--- config.mk ---
export PLATFORM = sky130hd
export DESIGN_NAME = demux1ne2_buf
export DESIGN_NICKNAME = d
export VERILOG_FILES = /design/src/rtl/demux1ne2_buf.sv
export SDC_FILE = /design/constraint.sdc
export NUM_CORES = 1
export LEC_CHECK = 0
export CORE_UTILIZATION = 45
export DETAILED_ROUTE_END_ITERATION = 10
export PLACE_DENSITY = 0.66
export SYNTH_ARGS = -nofsm -noshare
export SYNTH_HDL_FRONTEND = slang
export SYNTH_SLANG_ARGS = --single-unit
--- constraint.sdc ---
create_clock -name Clock -period 8.7 [get_ports Clock]
set_clock_uncertainty 0.05 [all_clocks]
set_input_delay 0.87 -clock Clock [delete_from_list [all_inputs] [get_ports Clock]]
set_output_delay 0.87 -clock Clock [all_outputs]
set_load 0.05 [all_outputs]
--- src/rtl/demux1ne2_buf.sv ---
// demux1ne2_buf: buffered 1-to-2 demultiplexer.
// One valid/ready input word is steered by Sel into one of two independent
// output FIFOs, each drained by its own valid/ready consumer.
// Optional feature macro: DEMUX1NE2_STATS_EN adds per-output pop counters
// (Count0/Count1) and a synchronous clear input (Stats_Clr).

// Single output FIFO with a registered head word, valid and full flag.
module demux1ne2_buf_fifo #(
  parameter int unsigned WIDTH = 32,
  parameter int unsigned DEPTH = 2
) (
  input  logic             clk,
  input  logic             rst_n,
  input  logic             push,
  input  logic [WIDTH-1:0] wdata,
  input  logic             ready,
  output logic [WIDTH-1:0] rdata,
  output logic             valid,
  output logic             full,
  output logic             pop_c
);

  localparam int unsigned PW = (DEPTH > 1) ? $clog2(DEPTH) : 1;
  localparam int unsigned CW = PW + 1;

  logic [WIDTH-1:0] mem [DEPTH];
  logic [PW-1:0]    rd_ptr, rd_nxt;
  logic [PW-1:0]    wr_ptr, wr_nxt;
  logic [CW-1:0]    count, count_nxt;
  logic [WIDTH-1:0] rdata_nxt;
  logic             push_ok;

  // A full FIFO never accepts a word, even if it is popped in the same cycle.
  assign push_ok = push & ~full;
  assign pop_c   = valid & ready;

  // Next pointers, occupancy and head word; head holds its value when empty.
  always_comb begin
    rd_nxt    = rd_ptr;
    wr_nxt    = wr_ptr;
    count_nxt = count;
    rdata_nxt = rdata;
    if (push_ok) begin
      wr_nxt = wr_ptr + PW'(1);
    end
    if (pop_c) begin
      rd_nxt = rd_ptr + PW'(1);
    end
    if (push_ok && !pop_c) begin
      count_nxt = count + CW'(1);
    end else if (pop_c && !push_ok) begin
      count_nxt = count - CW'(1);
    end
    if (count_nxt != CW'(0)) begin
      // The new head is the slot being written now when the FIFO drains to it.
      if (push_ok && (rd_nxt == wr_ptr)) begin
        rdata_nxt = wdata;
      end else begin
        rdata_nxt = mem[rd_nxt];
      end
    end
  end

  // Pointer, count and registered output state.
  always_ff @(posedge clk or negedge rst_n) begin
    if (!rst_n) begin
      rd_ptr <= '0;
      wr_ptr <= '0;
      count  <= '0;
      rdata  <= '0;
      valid  <= 1'b0;
      full   <= 1'b0;
    end else begin
      rd_ptr <= rd_nxt;
      wr_ptr <= wr_nxt;
      count  <= count_nxt;
      rdata  <= rdata_nxt;
      valid  <= (count_nxt != CW'(0));
      full   <= (count_nxt == CW'(DEPTH));
    end
  end

  // Storage array; contents are qualified by count, so no reset is needed.
  always_ff @(posedge clk) begin
    if (push_ok) begin
      mem[wr_ptr] <= wdata;
    end
  end

endmodule

module demux1ne2_buf #(
  parameter int unsigned WIDTH = 32,
  parameter int unsigned DEPTH = 2
) (
  input  logic             Clock,
  input  logic             Reset_n,
  input  logic [WIDTH-1:0] In_Data,
  input  logic             In_Valid,
  input  logic             Sel,
  output logic             In_Ready,
  output logic [WIDTH-1:0] Out0_Data,
  output logic             Out0_Valid,
  input  logic             Out0_Ready,
  output logic [WIDTH-1:0] Out1_Data,
  output logic             Out1_Valid,
  input  logic             Out1_Ready,
  output logic             Full0,
  output logic             Full1
`ifdef DEMUX1NE2_STATS_EN
  ,
  input  logic             Stats_Clr,
  output logic [15:0]      Count0,
  output logic [15:0]      Count1
`endif
);

  logic push0, push1;
  logic pop0, pop1;

  // Input is ready whenever the selected destination has room.
  assign In_Ready = Sel ? ~Full1 : ~Full0;
  assign push0    = In_Valid & ~Sel & ~Full0;
  assign push1    = In_Valid &  Sel & ~Full1;

  demux1ne2_buf_fifo #(.WIDTH(WIDTH), .DEPTH(DEPTH)) u_fifo0 (
    .clk   (Clock),
    .rst_n (Reset_n),
    .push  (push0),
    .wdata (In_Data),
    .ready (Out0_Ready),
    .rdata (Out0_Data),
    .valid (Out0_Valid),
    .full  (Full0),
    .pop_c (pop0)
  );

  demux1ne2_buf_fifo #(.WIDTH(WIDTH), .DEPTH(DEPTH)) u_fifo1 (
    .clk   (Clock),
    .rst_n (Reset_n),
    .push  (push1),
    .wdata (In_Data),
    .ready (Out1_Ready),
    .rdata (Out1_Data),
    .valid (Out1_Valid),
    .full  (Full1),
    .pop_c (pop1)
  );

`ifdef DEMUX1NE2_STATS_EN
  // Saturating pop counters; a clear takes priority over an increment.
  always_ff @(posedge Clock or negedge Reset_n) begin
    if (!Reset_n) begin
      Count0 <= '0;
      Count1 <= '0;
    end else if (Stats_Clr) begin
      Count0 <= '0;
      Count1 <= '0;
    end else begin
      if (pop0 && (Count0 != 16'hFFFF)) begin
        Count0 <= Count0 + 16'd1;
      end
      if (pop1 && (Count1 != 16'hFFFF)) begin
        Count1 <= Count1 + 16'd1;
      end
    end
  end
`else
  logic unused_pops;
  assign unused_pops = pop0 ^ pop1;
`endif

endmodule
==> impl_results.rst <==
.. list-table::
   :header-rows: 1

   * - Metric
     - Value
   * - Cts-stage hold buffer count
     - 0
   * - Sum of routed wire length over all layers
     - 23910 microns
   * - Die area
     - 0.02114 sq mm
   * - Critical setup path kind
     - primary input to flip-flop
   * - Most common cell after layout, fill and taps aside
     - edfxtp_1
   * - Sequence of cells on the critical path
     - clkdlybuf4s50_1 -> and3b_1 -> buf_4 -> nand2_1 -> inv_1 -> buf_4 -> o211ai_1 -> a31oi_1
   * - Outcome
     - completed
   * - Total grt overflow
     - 0
   * - Setup crit end kind
     - flip-flop
   * - Kind of start point of the critical path
     - primary input
   * - Cell at the slowest stage of the critical path
     - inv_1
   * - Number of cells produced by synthesis
     - 833
   * - Endpoint required time on the critical path
     - 9.07 ns
   * - Class of the tightest hold or removal check
     - flip-flop to flip-flop
   * - Post-route DRC
     - 0
   * - Global-route wire length before repair
     - 38470 microns
   * - X dimension of the die
     - 145.4 microns
   * - Post-synth cell types
     - 38
   * - Syn_nets
     - 871
   * - Pre-antenna DRT Iters
     - 5
   * - Gates resized, CTS repair
     - 0
   * - GRT Total Usage
     - 23.09%
   * - Proportion of register bits with asynchronous set or reset after synthesis
     - 37.25%
   * - Leakage power summed over all cells
     - 3.856 nW
   * - Maximum number of pins on one net before global-route repair
     - 97
   * - PwrDens
     - 411.7 mW/mm^2
   * - CTS clk-pin slew, worst paths
     - 0.06 ns
   * - Post-place setup slack
     - 4.492 ns
   * - Number of inserted diodes
     - 0
   * - TNS Setup
     - 0 ns
   * - NumNets Final
     - 942
   * - Fraction of layout instances using a drive strength above 1
     - 6.739%
   * - Post-route non-filler standard cell count
     - 1190
   * - Initial core utilization
     - 45.87%
   * - Post-synthesis to final-layout area growth
     - 20.53%
   * - Post-layout minimum cycle time
     - 3.725 ns
   * - WL/cell
     - 20.09 microns
   * - Clock latency on the worst-skew pair
     - 0.50 ns
   * - Number of CTS-inserted buffers
     - 22
   * - Clock tree from TritonCTS
     - done
   * - CTS Root Cell
     - clkbuf_16
   * - Post-layout instance area
     - 0.01115 sq mm
   * - Netlist area before placement
     - 0.009251 sq mm
   * - Number of global-route vias before repair
     - 6775
   * - Portion of the post-synthesis area used by sequential elements
     - 62.10%
   * - Final period util
     - 42.82%
   * - #FFs+latches synth
     - 204
   * - Overall die height
     - 145.4 microns
   * - Pin slew with the least headroom to its limit
     - 1.105 ns
   * - Core occupancy in the finished layout
     - 55.29%
   * - Area of the core
     - 0.02017 sq mm
   * - Least setup slack across all paths after layout
     - 4.975 ns
   * - Max-slew violations
     - 0
   * - Max-cap violations
     - 0
   * - Max transition margin
     - 26.32%
   * - Crit path DAT
     - 4.09 ns
   * - Syn avg cell area
     - 11.11 sq um
   * - Setup violation total in the final timing report
     - 0
   * - Antenna violations before repair
     - 0
   * - Largest voltage drop on the vdd net
     - 0.2843 mV
   * - Clock sink count
     - 204
   * - # placed instances
     - 1150
   * - Depth of the most critical reg-to-reg path
     - 7
   * - Most frequent cell on the critical path
     - buf_4
   * - Number of top-level pins
     - 107
   * - Highest-count cells in the layout ignoring fill and taps
     - 128 x edfxtp_1, 126 x nand2_1, 105 x clkdlybuf4s50_1
   * - Clock Tree Buf Depth
     - 3
   * - Number of rows created at floorplan
     - 52
   * - Final-layout worst hold slack
     - 0.4265 ns
   * - Total setup buffers inserted after CTS
     - 0
   * - Setup repair after global routing missed its margin
     - no
   * - Via-per-instance ratio
     - 5.854
   * - Synthesis warning total
     - 0
   * - Longest individual stage delay on the worst path
     - 0.67 ns
   * - Number of enable flip-flop cells after synthesis
     - 128
   * - Placed wire-length estimate
     - 13530 microns
   * - Largest fanout of any net on the critical path
     - 36
   * - H-tree levels
     - 1
   * - Hold Path Depth
     - 2
   * - Top achievable clock speed
     - 0.2684 GHz
   * - Number of endpoints with negative hold slack in the final report
     - 0
   * - Antenna viol nets, final
     - 0
   * - Number of port buffers
     - 106
   * - Count of vias placed by the detailed router
     - 6966
   * - RePlAce Congestion
     - 0.7843
   * - Cell area after placement
     - 0.01046 sq mm
   * - Total Power Consumption
     - 4.590 mW
   * - Top FF cell, synth
     - edfxtp_1
   * - Number of violations reported at the end of detailed-routing iteration 0
     - 698
layer usage:
layer  vias up  share of wire, %  GRT usage (%)
li1       3256                 -              -
met1      3464                45          32.57
met2       223                48          37.74
met3        23               5.3          3.197
met4         0               1.8          6.105
met5         -                 0              0
kinds of logic (layout without fill, tap and decap cells):
logic type | count (synthesis) | after routing | share of synthesized area (%)
simple gates | 276 | 276 | 12.69
compound gates | 259 | 259 | 20.03
flops | 204 | 204 | 62.10
buf+inv | 82 | 169 | 3.868
xor+xnor | 11 | 11 | 1.204
mux | 1 | 1 | 0.1082
report_power, final:
part | switching, mW | internal (mW) | leakage [nW] | total (mW)
combinational | 1.51 | 0.730 | 1.42 | 2.24
sequential | 0.150 | 1.30 | 2.09 | 1.45
clock | 0.366 | 0.531 | 0.343 | 0.897
total | 2.03 | 2.56 | 3.86 | 4.59
path summary, 6_finish.rpt:
path / startpoint / end / slack [ns]
min in group asynchronous: Reset_n / u_fifo0.rdata[10] / 0.53
worst min-delay path: u_fifo0.rdata[3] / u_fifo0.rdata[3] / 0.43
worst max-delay path: Sel / u_fifo1.rdata[30] / 4.97
worst max register to register: u_fifo1.full / u_fifo1.rdata[30] / 5.48
max in group asynchronous: Reset_n / u_fifo1.rdata[21] / 7.39
worst min register to register: u_fifo0.rdata[3] / u_fifo0.rdata[3] / 0.43
synthesized netlist by cell type, types with 2 or more instances:
cell type,instances,share of area (%)
a211o_1,2,0.19
a21oi_1,4,0.22
a221oi_1,61,5.8
a31oi_1,3,0.20
and4_1,2,0.19
buf_2,19,1.0
buf_4,3,0.24
buf_6,2,0.24
clkbuf_1,50,2.0
dfrtp_1,76,21
edfxtp_1,128,42
inv_1,5,0.20
inv_2,2,0.081
nand2_1,126,5.1
nand2_2,2,0.14
nand3_1,3,0.16
nor2_1,70,2.8
nor2b_1,2,0.14
nor3_1,62,3.4
nor3b_1,2,0.16
nor4b_1,2,0.19
o211ai_1,2,0.16
o21a_1,61,4.9
o21ai_0,63,3.4
o31ai_1,61,4.9
xnor2_1,7,0.66
xor2_1,2,0.19
registers in the layout (all words and copies together) (netlist names):
| signal | cells |
|---|---|
| u_fifo0.mem | 64 |
| u_fifo1.mem | 64 |
| u_fifo0.rdata | 32 |
| u_fifo1.rdata | 32 |
| u_fifo0.count | 2 |
| u_fifo1.count | 2 |
| u_fifo0.full | 1 |
| u_fifo0.rd_ptr | 1 |
| u_fifo0.valid | 1 |
| u_fifo0.wr_ptr | 1 |
| u_fifo1.full | 1 |
| u_fifo1.rd_ptr | 1 |
| u_fifo1.valid | 1 |
| u_fifo1.wr_ptr | 1 |
area by class of cell:
| cell class | instances | area, sq um |
|---|---|---|
| clock buffers | 32 | 629.4 |
| clock inverters | 8 | 62.56 |
| flip-flops and latches | 204 | 5746 |
| fillers | 1753 | 9019 |
| repair buffers | 122 | 1179 |
| multi-input cells | 547 | 3171 |
| well taps | 270 | 337.8 |
| inverters | 7 | 26.28 |
critical path, delay by kind of cell:
kind | cells | cell delay (ns)
buffers and inverters | 4 | 2.00
AND/OR/NAND/NOR | 2 | 0.84
AO/OA/AOI/OAI | 2 | 0.36
(Power assumes the default switching activity.)
